## src/rtl/lfsr_stream.sv

```systemverilog
// XNOR-feedback Fibonacci LFSR that emits STEP bits per advance on a valid/ready port,
// with seed loading and all-ones lockup protection. Define LFSR_PERIOD_EN for PERIOD_CNT/WRAP.
module lfsr_stream #(
    parameter int              WIDTH = 8,
    parameter logic [WIDTH-1:0] TAPS = 8'hB8,
    parameter int              STEP  = 1,
    parameter logic [WIDTH-1:0] INIT = '0
) (
    input  logic             CLK,
    input  logic             RESET,
    input  logic             E,
    input  logic             LOAD,
    input  logic [WIDTH-1:0] SEED,
    output logic [STEP-1:0]  OUT_DATA,
    output logic             OUT_VALID,
    input  logic             OUT_READY,
    output logic [WIDTH-1:0] STATE,
`ifdef LFSR_PERIOD_EN
    output logic [WIDTH:0]   PERIOD_CNT,
    output logic             WRAP,
`endif
    output logic             LOCKUP
);

    logic [WIDTH-1:0] state_q;
    logic [STEP-1:0]  data_q;
    logic             valid_q;
    logic             lockup_q;

    logic [WIDTH-1:0] nxt_state;
    logic [STEP-1:0]  nxt_data;
    logic             advance;
    logic             seed_illegal;
    logic [WIDTH-1:0] load_state;

    // Handshake: a word transfers on a rising edge where OUT_VALID && OUT_READY.
    // OUT_VALID never drops without a transfer except on RESET/LOAD, and OUT_DATA
    // is frozen while OUT_VALID && !OUT_READY.
    assign advance      = E && (!valid_q || OUT_READY);
    assign seed_illegal = (SEED == {WIDTH{1'b1}});
    assign load_state   = seed_illegal ? INIT : SEED;

    // STEP single steps unrolled; state_q[WIDTH-1] is stage S[WIDTH].
    always_comb begin
        nxt_state = state_q;
        nxt_data  = '0;
        for (int k = 0; k < STEP; k++) begin
            nxt_data[STEP-1-k] = nxt_state[WIDTH-1];
            nxt_state          = {nxt_state[WIDTH-2:0], ~^(nxt_state & TAPS)};
        end
    end

    always_ff @(posedge CLK) begin
        if (RESET) begin
            state_q  <= INIT;
            data_q   <= '0;
            valid_q  <= 1'b0;
            lockup_q <= 1'b0;
        end else if (LOAD) begin
            state_q  <= load_state;
            valid_q  <= 1'b0;
            lockup_q <= seed_illegal;
        end else if (advance) begin
            state_q  <= nxt_state;
            data_q   <= nxt_data;
            valid_q  <= 1'b1;
        end else if (valid_q && OUT_READY) begin
            valid_q  <= 1'b0;
        end
    end

    assign OUT_DATA  = data_q;
    assign OUT_VALID = valid_q;
    assign STATE     = state_q;
    assign LOCKUP    = lockup_q;

`ifdef LFSR_PERIOD_EN
    logic [WIDTH-1:0] ref_q;
    logic [WIDTH:0]   cnt_q;
    logic             wrap_q;

    // ref_q remembers where the sequence started so a full cycle can be flagged.
    always_ff @(posedge CLK) begin
        if (RESET) begin
            ref_q  <= INIT;
            cnt_q  <= '0;
            wrap_q <= 1'b0;
        end else if (LOAD) begin
            ref_q  <= load_state;
            cnt_q  <= '0;
            wrap_q <= 1'b0;
        end else begin
            wrap_q <= advance && (nxt_state == ref_q);
            if (advance && (cnt_q != {(WIDTH+1){1'b1}}))
                cnt_q <= cnt_q + {{WIDTH{1'b0}}, 1'b1};
        end
    end

    assign PERIOD_CNT = cnt_q;
    assign WRAP       = wrap_q;
`endif

endmodule

```

## config.mk

```make
export PLATFORM = sky130hd
export DESIGN_NAME = lfsr_stream
export DESIGN_NICKNAME = d
export VERILOG_FILES = /design/src/rtl/lfsr_stream.sv
export SDC_FILE = /design/constraint.sdc
export NUM_CORES = 1
export LEC_CHECK = 0
export ABC_CLOCK_PERIOD_IN_PS = 3050
export CAP_MARGIN = 10
export CORE_AREA = 2 2 39 41
export CTS_BUF_LIST = sky130_fd_sc_hd__clkbuf_4 sky130_fd_sc_hd__clkbuf_8
export CTS_CLUSTER_SIZE = 14
export DETAILED_ROUTE_END_ITERATION = 8
export DIE_AREA = 0 0 41 43
export GPL_TIMING_DRIVEN = 0
export MAX_ROUTING_LAYER = met4
export PLACE_DENSITY_LB_ADDON = 0.12
export SLEW_MARGIN = 10
export SYNTH_ARGS = -nofsm -noshare
export SYNTH_HDL_FRONTEND = slang
export SYNTH_SLANG_ARGS = --single-unit
```

## constraint.sdc

```tcl
create_clock -name CLK -period 3.05 [get_ports CLK]
set_input_delay 0.915 -clock CLK [delete_from_list [all_inputs] [get_ports CLK]]
set_output_delay 0.915 -clock CLK [all_outputs]
set_load 0.01 [all_outputs]
```

== Word-level counts from Yosys, hierarchy flattened ==
Index checks and enable logic that the tools add are counted.

* Input port bits: 13
* Logic and storage cells: 20
* Output and inout port bits: 11
* Register bits after elaboration: 11

* Bitwise gates (word level): 1
* Equal/unequal tests: 1
* Mux-type cells: 5
* Reductions and logical operators: 9

{| class="wikitable"
|+ Operators by type and width
! operator !! count
|-
| $mux 8 || 3
|-
| $eq 8x8->1 const B || 1
|-
| $reduce_xnor 8->1 || 1
|-
| $reduce_bool 2->1 || 2
|-
| $logic_and 1x1->1 || 2
|-
| $mux 1 || 2
|-
| $reduce_and 2->1 || 1
|-
| $reduce_or 2->1 || 1
|-
| $logic_not 1->1 || 1
|-
| $logic_or 1x1->1 || 1
|-
| $not 1->1 || 1
|}

== Logic depth before layout (Yosys ltp) ==
* Depth after elaboration: 5
* Mapped depth: 5
* Gate-level depth less buffers: 4

== Least setup slack after synthesis ==
No wires, ideal clock.

* Path type: input-to-reg
* Start: in OUT_READY
* End: reg state_q[2] (netlist: STATE[2])
* Setup slack: 1.302 ns
* Arrival: 1.629 ns
* Library setup time: 0.119 ns
* Buffers on the path: 1
* Required time: 2.931 ns
* Stages: 5
* Cell sequence: nand2b_2 > buf_2 > and3_1 > o21ai_1 > a21oi_1

* Word-level cells in the longest chain between the ends: 3

{| class="wikitable"
|+ RTL lines
! element !! RTL line !! RTL
|-
| from (decl) || 16 || <nowiki>input logic OUT_READY,</nowiki>
|-
| $logic_or 1x1->1 || 39 || <nowiki>assign advance = E && (!valid_q || OUT_READY);</nowiki>
|-
| $logic_and 1x1->1 || 39 ||
|-
| $reduce_bool 2->1 (no line) || -- ||
|-
| to (signal assigned) || 60 || <nowiki>state_q <= load_state;</nowiki>
|-
| to (signal assigned) || 64 || <nowiki>state_q <= nxt_state;</nowiki>
|-
| to (decl) || 25 || <nowiki>logic [WIDTH-1:0] state_q;</nowiki>
|}

No other way between the ends.
A chain may end at the register's enable or synchronous reset.

== Worst setup path in the final report ==
* Start: reg state_q[7] (netlist: STATE[7])
* End: out STATE[7]

{| class="wikitable"
|+ RTL lines
! element !! RTL line !! RTL
|-
| to (decl) || 17 || <nowiki>output logic [WIDTH-1:0] STATE,</nowiki>
|}

No word-level cell between the ends.

==> impl_metrics.ini <==
[route]
wl_um = 1320
dr.pass1.iters = 3
vias = 588
routedWlPerCell_um = 11.8
drt_iter0_drc = 10
postRouteAntennaNets = 0
avgViaCountPerCell = 5.25
drc_errors = 0

[grt]
antenna_found_initial = 0
grt_pass1_vias = 555
grt_max_degree = 11
grt_pass1_wl_um = 2260
grt_overflow = 0
grt_usage_pct = 19.0

[synth]
synth_ff_type = dfxtp_1
synthTopCellsByCount = dfxtp_1, a21oi_1, nand2_1
synthArstFlopShare_pct = 0
netlist_instances = 69
synth_most_common_cell = dfxtp_1
synth_fp_nets = 82
post-synth-top-area-fraction_pct = 39.8
synth_area_um2 = 553
ys_top_cells_by_area = dfxtp_1, a21oi_1, a21boi_1
synth_area_per_cell_um2 = 8.01
ys_ff_latch = 11
synth_edf_count = 0
synth-seq-area-share_pct = 39.8
ys_warn_count = 0
yosysTopAreaCell = dfxtp_1
ys_types = 22

[critical_path]
cp_top_family = buffers and inverters
crit_cells = 1
slowest_delay_ns = 0.56
crit_path_max_fanout = 4
reg2regPathDepth = 4
cp_cell_sequence = clkdlybuf4s50_1
crit_path_start = STATE[7]$_SDFFE_PP0P_
worstSetupEndpointType = output pin
path_buf_inv = 1
cpMaxStageDelayCell = clkdlybuf4s50_1
r2r_start = STATE[7]$_SDFFE_PP0P_
required_ns = 2.13
startpoint_type = flip-flop
cp_data_arrival_time_ns = 1.23
crit_type = flip-flop to output pin

[clocking]
hold_buffers = 0
numCtsBuffers = 3
post_cts_buffers = 0
post_cts_resized = 0
clk_latency_ns = 0.27
clkSinkCount = 11
ctsHtreeMaxLevel = 1
cts_buffer_depth = 2
cts_tree = done
cts.clk_slew.worst_paths_ns = 0.07
root_buffer = clkbuf_4

[sta]
max_clock_freq_mhz = 466
setup_total_negative_slack_ns = 0
worst_slew_pin_slew_ns = 0.269
hold_slack_ns = 0.478
period_share_pct = 70.3
slew_viol_final = 0
worst_slew_margin_rel_pct = 82.1
grt_setup_unrepaired = no
skew_ns = 0.00249
setup_slack_ns = 0.905
fin_crit_ns = 2.14
setup_violations = 0
finalHoldViolCount = 0

[pwr]
p_sw_w = 0.0000857
switching_share_pct = 25.4
power.leakage_nw = 0.327
p_total_w = 0.000338
irDropWorstVdd_mv = 0.221
clkPwrFrac_pct = 32.1
p_per_area_mw_per_mm2 = 405
comb_power_share_pct = 21.3
sequentialPowerShare_pct = 46.6
intPower_w = 0.000252

[status]
status = finished clean

[hold_path]
min_from = OUT_DATA$_SDFFE_PP0P_
hold_path_depth = 2
worstHoldPathType = flip-flop to flip-flop

[layout]
layout-drive-gt1-share_pct = 10.4
num_antenna_cells = 0
post-route-util_pct = 60.2
fillers = 133
seqCellArea_um2 = 220
nets = 110
multiInputGateArea_um2 = 307
area_delta_synth_final_pct = 50.7

[run]
drv_cap = 0

[placed_design]
dp.final_hpwl_um = 988
gp_congestion = 0.757
numPortBuffers = 23
dp_slack_ns = 0.787

[die]
initial_core_util_pct = 40.0
rows = 14
die_area_mm2 = 0.00176
die_y_um = 43
core-area_mm2 = 0.00138
die_w_um = 41
ios = 24
## area by class of cell
cell class              count  share of cell area (%)
multi-input cells          52                    36.8
flip-flops and latches     11                    26.4
well taps                  16                    2.40
clock buffers               4                    3.60
repair buffers             23                    27.6
inverters                   3                    1.35
plain buffers               3                    1.80
## power by group through the flow
| stage | combinational (W) | clock, W | sequential, W |
|---|---|---|---|
| after global routing | 0.0000787 | 0.000114 | 0.000159 |
| after detailed placement | 0.0000715 | 0 | 0.000161 |
| after CTS | 0.0000721 | 0.000110 | 0.000158 |
| after floorplan | 0.0000291 | 0 | 0.000164 |
| final | 0.0000719 | 0.000108 | 0.000158 |
| after global placement | 0.0000714 | 0 | 0.000161 |
## state kept, by name (all words and copies together), names as in the netlist
register   flops
STATE          8
OUT_VALID      1
OUT_DATA       1
LOCKUP         1
## layer usage
layer	wire length, um	track usage (%)	vias up
met4	13	10.0	0
met1	643	27.8	263
met2	599	24.4	18
met5	0	-	-
li1	-	-	305
met3	64	3.14	2
## final timing paths
kind,endpoint,slack (ns)
worst min-delay path,OUT_DATA$_SDFFE_PP0P_,0.48
worst max register to register,STATE[0]$_SDFFE_PP0P_,1.85
worst max-delay path,STATE[7],0.91
worst min register to register,OUT_DATA$_SDFFE_PP0P_,0.48
## cells by family after synthesis
kind of cell | Yosys count | share of synthesized area, %
AOI/OAI and AO/OA | 28 | 30.8
and+or+nand+nor | 21 | 19.9
DFF | 11 | 39.8
buffers and inverters | 6 | 4.75
xor gates and xnor gates | 3 | 4.75
## layout by cell type (no fill, tap or decap), drive strengths merged
cell type	count
a221oi	1
xor2	1
nor2	1
clkbuf	4
inv	3
clkdlybuf4s50	23
nand2	8
and3	6
xnor2	2
nor3	1
a211oi	1
nand2b	1
buf	3
o21a	1
a22oi	1
nand4	3
a21boi	6
o21ai	8
dfxtp	11
a21oi	10
or3	1
## worst min-delay path, delay by kind of cell, from the launching register on
kind           cells  cell delay, ns
flip-flops         1            0.31
AO/OA/AOI/OAI      2            0.12
## through the flow
stage | area, um^2 | std cells
6_report | 833 | 112
5_1_grt | 833 | 112
4_1_cts | 833 | 112
3_5_place_dp | 803 | 108
3_3_place_gp | 803 | 108
2_1_floorplan | 553 | 69
(Power assumes the default switching activity.)
==> RTL edit 1 (same settings) <==
Set the parameter `WIDTH` to 12 (it was 8).
--- a/src/rtl/lfsr_stream.sv
+++ b/src/rtl/lfsr_stream.sv
@@ -1,7 +1,7 @@
 // XNOR-feedback Fibonacci LFSR that emits STEP bits per advance on a valid/ready port,
 // with seed loading and all-ones lockup protection. Define LFSR_PERIOD_EN for PERIOD_CNT/WRAP.
 module lfsr_stream #(
-    parameter int              WIDTH = 8,
+    parameter int              WIDTH = 12,
     parameter logic [WIDTH-1:0] TAPS = 8'hB8,
     parameter int              STEP  = 1,
     parameter logic [WIDTH-1:0] INIT = '0
Ports: changed (resized SEED and STATE); port bits go from 24 to 32. The function was not compared with the original's and may differ.
==> RTL edit 1 against the original RTL <==
- first-iteration DRC count increased by 10%
- sequential cell count up 4
- area after synthesis is 29% higher
- combinational power up 39%
- routed wire length up 31%
- sequential share of layout area grew 1.8 points
- synthesized cell count is 1.4% lower
- sequential power increased by 38%
- total power is 31% higher
- worst setup slack lost 0.024 ns
- cell area rose by 28%
- die area did not move
- non-clock buffer count increased by 7
==> RTL edit 1: results (changes against the original RTL) <==
Status
  • Status: finished clean

Synthesis
  • Register area share after synthesis: 0.420 (+0.0221)
  • Synth Instances: 68 (-1.4%)

GRT
  • Met3 global-route usage: 0.0471 (+0.0157)
  • GRT met2 Usage: 0.372 (+0.128)
  • GRT Overall Usage: 0.244 (+0.0537)

Placed design
  • Pre-CTS setup slack: 0.651 ns (-0.136 ns)
  • Dpl cell area: 1030 um2 (+29%)
  • IO Port Bufs: 30 (+30%)
  • Placer congestion estimate: 0.828 (+9.3%)

Power and ir drop
  • Clock power share: 0.281 (-0.040)
  • Largest vdd supply drop: 0.000310 V (+40%)
  • Sequential power share: 0.493 (+0.027)
  • Leakage power total: 0.366 nW (+12%)

STA
  • Slew HR: 0.674 (-0.146)
  • WHS: 0.501 ns (+0.0224 ns)
  • Period minus WS final: 2.17 ns (+0.0241 ns)

Hold path
  • WHS Endpoint: LOCKUP
  • Hold Crit Start: LOCKUP

Detailed routing
  • DRT iter0 DRCs: 11 (+1)
  • Routed wire length: 1.73 mm (+31%)
  • Met3 WL: 98 um (+53%)

Clock network
  • CTS clock-pin slew for the worst setup and hold paths: 0.09 ns (+0.02 ns)

Cells and area
  • Final-layout fill cell count: 113 (-15%)
  • Layout Nets: 120 (+9.1%)

Critical path
  • Worst EP arrival: 1.25 ns (+0.02 ns)
  • RR Endpoint: OUT_DATA
[RTL edit 1: logic make-up (layout without fill, tap and decap cells)]
kind of cell	after synthesis	in the layout	synth area share
compound gates	24	24	0.284
xor+xnor	3	3	0.0368
buf+inv	4	38	0.0315
flops	15	15	0.420
mux	2	2	0.0280
simple gates	20	20	0.200
[RTL edit 1: how the worst max path moves through the flow]
stage,startpoint,endpoint,cells after the start
finish,STATE[7],STATE[7],1
global route,STATE[7],STATE[7],1
CTS,STATE[3],STATE[3],1
detailed placement,OUT_READY,OUT_DATA,5
global placement,OUT_READY,OUT_DATA,5
floorplan,OUT_READY,OUT_DATA,4
[RTL edit 1: layout make-up]
cell class / instances / share of cell area
inverters: 1 / 0.00353
multi-input cells: 49 / 0.368
plain buffers: 3 / 0.0176
flip-flops and latches: 15 / 0.282
repair buffers: 30 / 0.282
well taps: 16 / 0.0188
clock buffers: 4 / 0.0282
==> RTL edit 2 (same settings) <==
Without the edit above. Change the parameter `TAPS` from 8'hB8 to 8'h8A.
--- a/src/rtl/lfsr_stream.sv
+++ b/src/rtl/lfsr_stream.sv
@@ -2,7 +2,7 @@
 // with seed loading and all-ones lockup protection. Define LFSR_PERIOD_EN for PERIOD_CNT/WRAP.
 module lfsr_stream #(
     parameter int              WIDTH = 8,
-    parameter logic [WIDTH-1:0] TAPS = 8'hB8,
+    parameter logic [WIDTH-1:0] TAPS = 8'h8A,
     parameter int              STEP  = 1,
     parameter logic [WIDTH-1:0] INIT = '0
 ) (
Function: changed (Yosys sat finds a counterexample within 4 cycles, from zero or initial values and one cycle with RESET high).
==> RTL edit 2 against the original RTL <==
- hold slack got worse by 0.0015 ns
- routed wire length decreased by 5.8%
- total power up 2.7%
- worst setup slack improved by 0.013 ns
- synthesized cell count decreased by 12%
- global-route usage down 1.1 points
- sequential cell count did not move
- cell area grew 4.2%
- first-iteration DRC count fell by 30%
- area after synthesis increased by 6.3%
- critical path type unchanged
==> RTL edit 2: results (changes against the original RTL) <==
STA
  • WHS: 0.477 ns (-0.00150 ns)
  • Slew HR: 0.783 (-0.0381)
  • Worst Clk Skew: 0.00127 ns (-0.00123 ns)

Power and ir drop
  • Largest vdd supply drop: 0.000257 V (+16%)
  • Switching fraction of total power: 0.250 (-0.00427)
  • Leakage power total: 0.342 nW (+4.6%)

Synthesis
  • Syn nets: 74 (-9.8%)
  • Complex-gate fraction of the synthesized area: 0.196 (-0.112)
  • Synth Instances: 61 (-12%)
  • Register area share after synthesis: 0.374 (-0.0237)
  • Yosys cell types: 25 (+14%)
  • Top-area cell type share of the netlist area: 0.374 (-0.0237)
  • Main area contributors after synthesis: dfxtp_1 (37%), nand3_1 (7.7%), mux2i_1 (6.8%), a221oi_2 (5.1%), o21bai_1 (5.1%)
  • Top post-synthesis cells by count: dfxtp_1 (11), nand3_1 (9), mux2i_1 (4), o21bai_1 (4)
  • XOR/XNOR share of the synthesized area: 0.0298 (-0.0177)
  • Mux cell area share after synthesis: 0.0681 (+0.0681)
  • Yosys warnings: 0 (unchanged)

Clock network
  • H-tree Lvls: 1 (unchanged)
  • Post-CTS sizing: 0 (unchanged)
  • Num CTS Buffers: 3 (unchanged)
  • Clock Latency Late Sink: 0.26 ns

Cells and area
  • Final-layout fill cell count: 142 (+6.8%)
  • Fraction of layout cells with a size suffix above 1: 0.182 (+0.0777)
  • Layout Cells excl Fill: 104 (-7.1%)

GRT
  • Vias in the first global route: 496 (-11%)
  • Largest net degree at the start of global routing: 11 (unchanged)
  • First-pass GRT wire length: 2.11 mm (-6.7%)
  • GRT Overall Usage: 0.180 (-0.0107)

Placed design
  • Final HPWL DP: 1.01 mm (+2.7%)
  • Dpl cell area: 838 um2 (+4.4%)
  • Placer congestion estimate: 0.767 (+1.3%)
  • Pre-CTS setup slack: 0.895 ns (+0.108 ns)

Detailed routing
  • WL/cell: 12.0 um (+1.4%)
  • 1st-pass router iterations: 3 (unchanged)
  • Via density: 5.33 (+1.5%)
  • DRT iter0 DRCs: 7 (-3)

Critical path
  • Worst EP arrival: 1.22 ns
  • Worst path slowest cell: clkdlybuf4s50_1
  • FF-to-FF setup slack: 1.99 ns (+0.14 ns)
  • RR Endpoint: STATE[5]
  • Reg2Reg Depth: 5 (+1)
  • Cell family with most CP delay: buffers and inverters
  • Reg2reg start: OUT_VALID

Hold path
  • Hold Path Class: flip-flop to flip-flop
  • Hold Crit Start: OUT_DATA
  • WHS Endpoint: OUT_DATA

Status
  • Status: finished clean
RTL edit 2: cell types whose count changed after synthesis, sizes merged, moves of 6 or more:
cell,unedited run,this run
and3,6,0
nand2,8,2
a21oi,10,3
a21boi,6,0
nand3,0,9
RTL edit 2: kinds of logic (layout without fill, tap and decap cells):
family / Yosys count / count (layout)
multiplexers: 4 / 4
AO/OA/AOI/OAI: 16 / 16
AND/OR/NAND/NOR: 23 / 23
XOR/XNOR: 2 / 2
flip-flops: 11 / 11
buffers and inverters: 5 / 32
RTL edit 2: area by class of cell:
class | instances | area, um2 | area share
Clock buffer | 4 | 30.0 | 0.0346
Tap cell | 16 | 20.0 | 0.0231
Sequential cell | 11 | 220 | 0.254
Timing Repair Buffer | 23 | 230 | 0.265
Inverter | 3 | 11.3 | 0.0130
Buffer | 2 | 18.8 | 0.0216
Multi-Input combinational cell | 45 | 338 | 0.389
RTL edit 2: how the worst max path moves through the flow:
stage / start / endpoint / slack, ns
global placement: LOAD / STATE[1] / 0.89
CTS: STATE[3] / STATE[3] / 0.91
detailed placement: LOAD / STATE[1] / 0.89
global route: STATE[3] / STATE[3] / 0.86
floorplan: OUT_READY / STATE[3] / 1.42
finish: STATE[3] / STATE[3] / 0.92
RTL edit 2: metal layers:
metal	share of wire	track usage
met5	0	-
met4	0.0080	0.100
met3	0.059	0.0314
met2	0.45	0.247
met1	0.48	0.240
RTL edit 2: tightest hold or removal path, delay by kind of cell, from the launching register on:
kind | cells | cell delay, ns
AO/OA/AOI/OAI | 2 | 0.12
flip-flops | 1 | 0.31
RTL edit 2: power by group through the flow:
stage | Clock [mW] | Sequential, mW | Combinational [mW]
after floorplan | 0 | 0.166 | 0.0362
after global placement | 0 | 0.163 | 0.0824
after detailed placement | 0 | 0.163 | 0.0827
after CTS | 0.108 | 0.160 | 0.0829
after global routing | 0.118 | 0.161 | 0.0895
final | 0.105 | 0.160 | 0.0823
